<file path="src/rtl/pipe_pkg.sv">
//==============================================================================
// Module      : pipe_pkg
// Description : Shared types and constants for the pipeline hazard controller.
// Revision    : 1.0 - initial release
//==============================================================================
`default_nettype none

package pipe_pkg;

    typedef enum logic {
        RUN      = 1'b0,
        MEM_WAIT = 1'b1
    } state_t;

    localparam logic [4:0] REG_X0 = 5'd0;

    // A load in EX feeding a source of the ID instruction; x0 is never a hazard.
    function automatic logic load_use(
        input logic       mem_read,
        input logic [4:0] rd,
        input logic [4:0] rs1,
        input logic [4:0] rs2,
        input logic       uses_rs2
    );
        return mem_read && (rd != REG_X0) &&
               ((rd == rs1) || (uses_rs2 && (rd == rs2)));
    endfunction

endpackage

`default_nettype wire

</file>
<file path="src/rtl/hazard_ctrl_if.sv">
//==============================================================================
// Module      : hazard_ctrl_if
// Description : Pipeline-status inputs and control/statistics outputs of the
//               hazard controller.
// Revision    : 1.0 - initial release
//==============================================================================
`default_nettype none

interface hazard_ctrl_if #(
    parameter int CNT_W = 16
);
    logic [4:0]       if_id_rs1;
    logic [4:0]       if_id_rs2;
    logic             if_id_uses_rs2;
    logic             id_ex_MemRead;
    logic [4:0]       id_ex_rd;
    logic             branch_taken;
    logic             mem_req;
    logic             mem_ready;
    logic             clear_counters;
    logic             PCWrite;
    logic             if_id_write;
    logic             if_id_flush;
    logic             id_ex_flush;
    logic             ex_mem_write;
    logic             mem_wb_write;
    logic [CNT_W-1:0] stall_count;
    logic [CNT_W-1:0] flush_count;
    logic             mem_timeout;

    modport master (
        output if_id_rs1, if_id_rs2, if_id_uses_rs2, id_ex_MemRead, id_ex_rd,
               branch_taken, mem_req, mem_ready, clear_counters,
        input  PCWrite, if_id_write, if_id_flush, id_ex_flush, ex_mem_write,
               mem_wb_write, stall_count, flush_count, mem_timeout
    );

    modport slave (
        input  if_id_rs1, if_id_rs2, if_id_uses_rs2, id_ex_MemRead, id_ex_rd,
               branch_taken, mem_req, mem_ready, clear_counters,
        output PCWrite, if_id_write, if_id_flush, id_ex_flush, ex_mem_write,
               mem_wb_write, stall_count, flush_count, mem_timeout
    );
endinterface

`default_nettype wire

</file>
<file path="src/rtl/sat_counter.sv">
//==============================================================================
// Module      : sat_counter
// Description : Up-counter that sticks at all-ones; clear wins over increment.
// Revision    : 1.0 - initial release
//==============================================================================
`default_nettype none

module sat_counter #(
    parameter int W = 16
) (
    input  wire logic         clk,
    input  wire logic         reset,
    input  wire logic         clr,
    input  wire logic         inc,
    output logic [W-1:0]      q
);

    always_ff @(posedge clk) begin
        if (reset || clr) begin
            q <= '0;
        end else if (inc && (q != '1)) begin
            q <= q + 1'b1;
        end
    end

endmodule

`default_nettype wire

</file>
<file path="src/rtl/hazard_ctrl.sv">
//==============================================================================
// Module      : hazard_ctrl
// Description : Load-use stall, branch flush and data-memory wait sequencing
//               for a 5-stage pipeline, with saturating statistics.
// Revision    : 1.0 - initial release
//==============================================================================
`default_nettype none

module hazard_ctrl
    import pipe_pkg::*;
#(
    parameter int CNT_W   = 16,
    parameter int TIMEOUT = 64
) (
    input  wire logic    clk,
    input  wire logic    reset,
    hazard_ctrl_if.slave hz
);

    localparam int                WAIT_W   = $clog2(TIMEOUT + 1);
    localparam logic [WAIT_W-1:0] WAIT_MAX = WAIT_W'(TIMEOUT);

    state_t            state;
    logic [WAIT_W-1:0] wait_cnt;
    logic              mw;
    logic              lu;

    assign mw = hz.mem_req && !hz.mem_ready;
    assign lu = load_use(hz.id_ex_MemRead, hz.id_ex_rd, hz.if_id_rs1,
                         hz.if_id_rs2, hz.if_id_uses_rs2);

    // Responses are combinational so a freeze or stall lands in the same cycle.
    always_comb begin
        hz.PCWrite      = 1'b1;
        hz.if_id_write  = 1'b1;
        hz.ex_mem_write = 1'b1;
        hz.mem_wb_write = 1'b1;
        hz.if_id_flush  = 1'b0;
        hz.id_ex_flush  = 1'b0;
        if (reset) begin
            hz.if_id_flush = 1'b1;
            hz.id_ex_flush = 1'b1;
        end else if (mw) begin
            hz.PCWrite      = 1'b0;
            hz.if_id_write  = 1'b0;
            hz.ex_mem_write = 1'b0;
            hz.mem_wb_write = 1'b0;
        end else if (hz.branch_taken) begin
            hz.if_id_flush = 1'b1;
            hz.id_ex_flush = 1'b1;
        end else if (lu) begin
            hz.PCWrite     = 1'b0;
            hz.if_id_write = 1'b0;
            hz.id_ex_flush = 1'b1;
        end
    end

    always_ff @(posedge clk) begin
        if (reset) begin
            state          <= RUN;
            wait_cnt       <= '0;
            hz.mem_timeout <= 1'b0;
        end else begin
            case (state)
                RUN: begin
                    if (mw) begin
                        state    <= MEM_WAIT;
                        wait_cnt <= WAIT_W'(1);
                    end
                end
                MEM_WAIT: begin
                    if (!mw) begin
                        state    <= RUN;
                        wait_cnt <= '0;
                    end else if (wait_cnt != WAIT_MAX) begin
                        wait_cnt <= wait_cnt + 1'b1;
                    end
                end
                default: begin
                    state    <= RUN;
                    wait_cnt <= '0;
                end
            endcase

            if (hz.clear_counters) begin
                hz.mem_timeout <= 1'b0;
            end else if ((state == MEM_WAIT) && mw && (wait_cnt == WAIT_MAX)) begin
                hz.mem_timeout <= 1'b1;
            end
        end
    end

    sat_counter #(.W(CNT_W)) u_stall_cnt (
        .clk   (clk),
        .reset (reset),
        .clr   (hz.clear_counters),
        .inc   (!hz.PCWrite),
        .q     (hz.stall_count)
    );

    sat_counter #(.W(CNT_W)) u_flush_cnt (
        .clk   (clk),
        .reset (reset),
        .clr   (hz.clear_counters),
        .inc   (hz.id_ex_flush && hz.branch_taken),
        .q     (hz.flush_count)
    );

endmodule

`default_nettype wire
</file>
<file path="src/flat_wrapper.sv">
// flat-port wrapper written by rule: the top's interface ports become plain ports
module hazard_ctrl_flat import pipe_pkg::*;
#(
    parameter int CNT_W   = 16,
    parameter int TIMEOUT = 64
)
  (clk, reset, hz_if_id_rs1, hz_if_id_rs2, hz_if_id_uses_rs2, hz_id_ex_MemRead, hz_id_ex_rd, hz_branch_taken, hz_mem_req, hz_mem_ready, hz_clear_counters, hz_PCWrite, hz_if_id_write, hz_if_id_flush, hz_id_ex_flush, hz_ex_mem_write, hz_mem_wb_write, hz_stall_count, hz_flush_count, hz_mem_timeout);
  hazard_ctrl_if #(.CNT_W(CNT_W)) hz_i ();
  input  wire logic clk;
  input  wire logic reset;
  input wire logic [$bits(hz_i.if_id_rs1)-1:0] hz_if_id_rs1;
  input wire logic [$bits(hz_i.if_id_rs2)-1:0] hz_if_id_rs2;
  input wire logic [$bits(hz_i.if_id_uses_rs2)-1:0] hz_if_id_uses_rs2;
  input wire logic [$bits(hz_i.id_ex_MemRead)-1:0] hz_id_ex_MemRead;
  input wire logic [$bits(hz_i.id_ex_rd)-1:0] hz_id_ex_rd;
  input wire logic [$bits(hz_i.branch_taken)-1:0] hz_branch_taken;
  input wire logic [$bits(hz_i.mem_req)-1:0] hz_mem_req;
  input wire logic [$bits(hz_i.mem_ready)-1:0] hz_mem_ready;
  input wire logic [$bits(hz_i.clear_counters)-1:0] hz_clear_counters;
  output wire logic [$bits(hz_i.PCWrite)-1:0] hz_PCWrite;
  output wire logic [$bits(hz_i.if_id_write)-1:0] hz_if_id_write;
  output wire logic [$bits(hz_i.if_id_flush)-1:0] hz_if_id_flush;
  output wire logic [$bits(hz_i.id_ex_flush)-1:0] hz_id_ex_flush;
  output wire logic [$bits(hz_i.ex_mem_write)-1:0] hz_ex_mem_write;
  output wire logic [$bits(hz_i.mem_wb_write)-1:0] hz_mem_wb_write;
  output wire logic [$bits(hz_i.stall_count)-1:0] hz_stall_count;
  output wire logic [$bits(hz_i.flush_count)-1:0] hz_flush_count;
  output wire logic [$bits(hz_i.mem_timeout)-1:0] hz_mem_timeout;
  assign hz_i.if_id_rs1 = hz_if_id_rs1;
  assign hz_i.if_id_rs2 = hz_if_id_rs2;
  assign hz_i.if_id_uses_rs2 = hz_if_id_uses_rs2;
  assign hz_i.id_ex_MemRead = hz_id_ex_MemRead;
  assign hz_i.id_ex_rd = hz_id_ex_rd;
  assign hz_i.branch_taken = hz_branch_taken;
  assign hz_i.mem_req = hz_mem_req;
  assign hz_i.mem_ready = hz_mem_ready;
  assign hz_i.clear_counters = hz_clear_counters;
  assign hz_PCWrite = hz_i.PCWrite;
  assign hz_if_id_write = hz_i.if_id_write;
  assign hz_if_id_flush = hz_i.if_id_flush;
  assign hz_id_ex_flush = hz_i.id_ex_flush;
  assign hz_ex_mem_write = hz_i.ex_mem_write;
  assign hz_mem_wb_write = hz_i.mem_wb_write;
  assign hz_stall_count = hz_i.stall_count;
  assign hz_flush_count = hz_i.flush_count;
  assign hz_mem_timeout = hz_i.mem_timeout;
  hazard_ctrl #(.CNT_W(CNT_W), .TIMEOUT(TIMEOUT)) u_core (.clk(clk), .reset(reset), .hz(hz_i));
endmodule
</file>
<file path="config.mk">
export PLATFORM = sky130hd
export DESIGN_NAME = hazard_ctrl_flat
export DESIGN_NICKNAME = d
export VERILOG_FILES = /design/src/rtl/pipe_pkg.sv /design/src/rtl/hazard_ctrl_if.sv /design/src/rtl/sat_counter.sv /design/src/rtl/hazard_ctrl.sv /design/src/flat_wrapper.sv
export SDC_FILE = /design/constraint.sdc
export NUM_CORES = 1
export LEC_CHECK = 0
export CAP_MARGIN = 20
export CORE_ASPECT_RATIO = 1.4
export CORE_MARGIN = 2
export CORE_UTILIZATION = 49
export DETAILED_ROUTE_END_ITERATION = 8
export GPL_ROUTABILITY_DRIVEN = 0
export PLACE_DENSITY = 0.81
export SLEW_MARGIN = 20
export SYNTH_ARGS = -nofsm -noshare
export SYNTH_HDL_FRONTEND = slang
export SYNTH_HIERARCHICAL = 1
export SYNTH_SLANG_ARGS = --single-unit
</file>
<file path="constraint.sdc">
create_clock -name clk -period 4.45 [get_ports clk]
set_clock_uncertainty 0.15 [all_clocks]
set_input_delay 1.335 -clock clk [delete_from_list [all_inputs] [get_ports clk]]
set_output_delay 1.335 -clock clk [all_outputs]
set_load 0.02 [all_outputs]
</file>
Yosys cells after proc, flatten, opt, wreduce, memory -nomap -nowiden
Index checks and enable logic that the tools add are counted.
Storage, ports and cells
  input port bits: 23
  logic and storage cells: 51
  register bits: 41
Cells by class
  reductions and logical operators: 16
  mux-type cells: 18
  $add $sub $neg: 3
  bitwise logic cells: 1
  equality and inequality tests: 8
Operators with widths (number)
  $add 16x1->16 const B: 2
  $ne 16x16->1 const B: 2
  $mux 7: 3
  $mux 1: 14
  $pmux 7 s2: 1
  $eq 5x5->1: 2
  $logic_and 1x1->1: 9
  $add 7x1->7 const B: 1
  $eq 7x7->1 const B: 1
  $ne 7x7->1 const B: 1
  $reduce_bool 5->1: 1
  $ne 3x3->1 const B: 1
  $logic_not 1->1: 2
  $logic_or 1x1->1: 2
  $ne 2x1->1 const B: 1
  $reduce_and 2->1: 1
  $reduce_or 2->1: 1
  $not 1->1: 1

Logic depth before layout (Yosys ltp)
  depth after elaboration: 10
  depth in mapped cells: 8
  depth with buffers taken out: 8

Hierarchy
The synthesis kept the hierarchy.
By module, submodules not included
  sat_counter: times used 2, sequential area each 320.3 µm², cells an instance 95, area each 847.1 µm²
  hazard_ctrl: times used 1, sequential area each 180.2 µm², cells an instance 78, area each 646.9 µm²

Worst setup path before layout
Ideal clock, no wire load.
  path kind: input to output
  start point: input hz_id_ex_rd[1]
  end point: output hz_if_id_write
  cell stages on the path: 4
  arrival: 2.580 ns
  path slack: 0.385 ns
  buffers on the path: 1
  cell sequence: or4_1 -> o21ai_0 -> o41a_1 -> buf_4
On the way
  longest elaborated chain between the ends: 8
  elaborated cells on any way between the ends: 11
  classes of those cells: eq/ne (2); mux (4); reduce/logical (5)
RTL lines
  start, declared: line flat_wrapper.sv:15  | input wire logic [$bits(hz_i.id_ex_rd)-1:0] hz_id_ex_rd;
  $eq 5x5->1: line pipe_pkg.sv:26  | ((rd == rs1) || (uses_rs2 && (rd == rs2)));
  $logic_and 1x1->1: line pipe_pkg.sv:26
  $logic_or 1x1->1: line pipe_pkg.sv:26
  $logic_and 1x1->1 *: line pipe_pkg.sv:25  | return mem_read && (rd != REG_X0) &&
  $mux 1 * (4 in a row)
  end, declared: line flat_wrapper.sv:21  | output wire logic [$bits(hz_i.if_id_write)-1:0] hz_if_id_write;
Every way passes the cells marked *; elsewhere a longest branch is shown, timed or not.

Worst setup path after layout
  start point: input hz_if_id_rs2[4]
  end point: output hz_PCWrite
On the way
  longest elaborated chain between the ends: 8
RTL lines
  start, declared: line flat_wrapper.sv:12  | input wire logic [$bits(hz_i.if_id_rs2)-1:0] hz_if_id_rs2;
  $eq 5x5->1: line pipe_pkg.sv:26
  $logic_and 1x1->1: line pipe_pkg.sv:26
  $logic_or 1x1->1: line pipe_pkg.sv:26
  $logic_and 1x1->1: line pipe_pkg.sv:25
  $mux 1: line hazard_ctrl.sv:51  | end else if (lu) begin
  $mux 1: line hazard_ctrl.sv:48  | end else if (hz.branch_taken) begin
  $mux 1: line hazard_ctrl.sv:43  | end else if (mw) begin
  $mux 1: line hazard_ctrl.sv:40  | if (reset) begin
  end, declared: line flat_wrapper.sv:20  | output wire logic [$bits(hz_i.PCWrite)-1:0] hz_PCWrite;
Every way passes these cells.

==> flow_metrics.tcl <==
set metrics [dict create \
    cts_tree "yes" \
    hold_violations 0 \
    syn_avg_cell_area_um2 8.74 \
    via_per_inst 6.03 \
    wire_per_inst_um 15.1 \
    period_share 0.990 \
    drc 0 \
    drv_slew 0 \
    grt_pass1_wl_um 9610 \
    cts-root-buf "clkbuf_8" \
    max_slew_margin 0.584 \
    ys_ff_latch 41 \
    grt_use_total 0.219 \
    peakVddDrop_mv 0.204 \
    grt_pass1_vias 2168 \
    combPwrFrac 0.104 \
    seq_area_frac_synth 0.351 \
    synth_edf_count 0 \
    drive_above_1_share 0.115 \
    status "finished, final reports clean" \
    clock_path_buffers 2 \
    worstSkewPairLatency_ns 0.29 \
    rsz0062_at_grt "false" \
    route.vias.total 2418 \
    syn_inst 268 \
    critPathKind "input port to output pin" \
    path_max_fanout 3 \
    cts_hold_buf 0 \
    fin_cells 401 \
    dr.pass1.iters 4 \
    tightest_slew_ns 0.619 \
    rows 29 \
    synth_top_area_frac 0.351 \
    clockPowerShare 0.403 \
    cts_buffers 5 \
    grt_max_degree 16 \
    switching_share 0.234 \
    hold_class "flop to flop" \
    fin_util 0.697 \
    insertedDiodeCount 0 \
    clk_pin_slew_ns 0.08 \
    clock.fmax_ghz 0.227 \
    finalSetupViolCount 0 \
    die_h_um 85.8 \
    period_needed_ns 4.41 \
    grt_overflow 0 \
    synth_area_mm2 0.00234 \
    internal_power_uw 576 \
    cts.sinks 41 \
    required_ns 2.96 \
    area_growth_syn_to_layout_pct 36.1 \
    synth_cell_types 41 \
    syn-num-nets 295 \
    cp-start-kind "input port" \
    dieWidth_um 62.4 \
    path_delay_family "buffers and inverters" \
    path_buf_inv 2 \
    arrival_ns 2.92 \
    io_pins 62 \
    max_cap_violations 0 \
    ys_warn_count 6 \
    ys.flop_type "dfxtp_1" \
    cp_cell_sequence "clkdlybuf4s50_1, xor2_1, nor4_2, a32oi_2, o41a_1, buf_6" \
    p_leak_nw 1.14 \
    yosys-top-cells-area "dfxtp_1, xor2_1, a21oi_1" \
    max_stage_delay_ns 0.42 \
    port_buffers 61 \
    fin_tns_setup_ns 0 \
    cp_slowest_cell "clkdlybuf4s50_1" \
    power_density_mw_per_mm2 236 \
    grt_antenna_before_repair 0 \
    drt-initial-drc-count 156 \
    postSynth.asyncResetShare 0 \
    final_cell_area_mm2 0.00319 \
    initial_core_util 0.512 \
    ant_nets 0 \
    placed_cells 393 \
    core_area_mm2 0.00457 \
    end_kind "output pin" \
    ctsHtreeMaxLevel 2 \
    routed_wl_um 6040 \
    pwr-share-seq 0.493 \
    p_switching_uw 176 \
    place_area_mm2 0.00307 \
    die-area_mm2 0.00535 \
    dp_hpwl_um 4520 \
    synth_top_area_cell "dfxtp_1" \
    nNetsFinal 365 \
]
==> sequential cells by signal, summed over array words and instances (netlist names) <==
name and flops:
u_core/u_flush_cnt/q 16, u_core/u_stall_cnt/q 16, u_core/wait_cnt 7, u_core/hz.mem_timeout 1, u_core/state 1
==> metrics by stage <==
step / setup WS [ns] / hold slack, ns / power (mW)
2_1_floorplan: 0.385 / 0.331 / 0.415
3_3_place_gp: -0.384 / 0.339 / 0.456
3_5_place_dp: -0.443 / 0.351 / 0.458
4_1_cts: 0.0466 / 0.366 / 0.763
5_1_grt: 0.00201 / 0.385 / 0.781
6_report: 0.0434 / 0.362 / 0.752
==> layout by cell type (no fill, tap or decap), drive strengths merged, types with 2 or more instances in the layout <==
cell type / count
o41ai: 3
or2: 2
xor2: 15
nor3: 4
o31ai: 7
or3: 12
dfxtp: 41
nand2: 16
xnor2: 3
and3: 2
nor4: 4
o211a: 2
a31oi: 8
ha: 4
and2: 5
nand4: 14
or4: 9
buf: 14
and4: 9
a21oi: 23
clkdlybuf4s50: 56
nand3: 12
o21ai: 15
inv: 7
clkbuf: 5
o2111ai: 3
a41o: 9
dlygate4sd2: 2
nor2: 20
a211oi: 2
==> cell usage after synthesis (all sizes together) (3+ instances only) <==
cell type	n
a31oi	8
and2	5
a21oi	23
xor2	15
nor4	4
o21ai	15
dfxtp	41
nor3	4
nor2	20
inv	7
clkbuf	7
or3	12
or4	9
and4	9
ha	4
o2111ai	3
nand2	16
o41ai	3
o31ai	7
xnor2	3
nand4	14
nand3	12
a41o	9
==> power groups by stage <==
stage	clock [mW]	combinational, mW	sequential, mW
detailed placement	0	0.0778	0.380
finish	0.303	0.0781	0.371
global route	0.325	0.0841	0.372
CTS	0.313	0.0779	0.371
global placement	0	0.0758	0.380
floorplan	0	0.0345	0.380
==> worst min-delay path, stage by stage (launching register included) <==
cell	delay, ns
dfxtp_1	0.32
nor2_1	0.10
nor3_1	0.05
==> cell families after synthesis <==
family	count (synthesis)	synth area share
adders and majority gates	4	0.0214
xor gates and xnor gates	18	0.0673
and+or+nand+nor	114	0.312
buffers and inverters	16	0.0299
AOI/OAI and AO/OA	75	0.219
DFF	41	0.351
==> timing repair <==
| action | CTS | global route |
|---|---|---|
| endpoints found under the setup margin | 3 | 0 |
| resized for setup | 21 | 0 |
| setup buffers | 1 | 0 |
==> layout make-up <==
class	count	area, um2
Clock inverter	3	46.3
Multi-Input combinational cell	211	1460
Inverter	7	26.3
Timing Repair Buffer	72	688
Clock buffer	5	68.8
Tap cell	62	77.6
Fill cell	390	1390
Sequential cell	41	821
==> per-layer routing <==
layer / vias up / global-route usage / routed length (um)
met5: - / 0 / 0
met4: 0 / 0.0707 / 69
met3: 8 / 0.0354 / 225
met2: 68 / 0.435 / 3330
met1: 1161 / 0.230 / 2410
li1: 1181 / - / -
==> final timing paths <==
path / from / endpoint / slack [ns] / cells past startpoint
worst max-delay path: hz_if_id_rs2[4] / hz_PCWrite / 0.04 / 6
worst min-delay path: u_core/hz.mem_timeout / u_core/hz.mem_timeout / 0.36 / 2
worst max register to register: u_core/u_stall_cnt/q[0] / u_core/u_stall_cnt/q[2] / 2.42 / 5
worst min register to register: u_core/hz.mem_timeout / u_core/hz.mem_timeout / 0.36 / 2
Note: power is estimated with default switching activity, not from simulation.
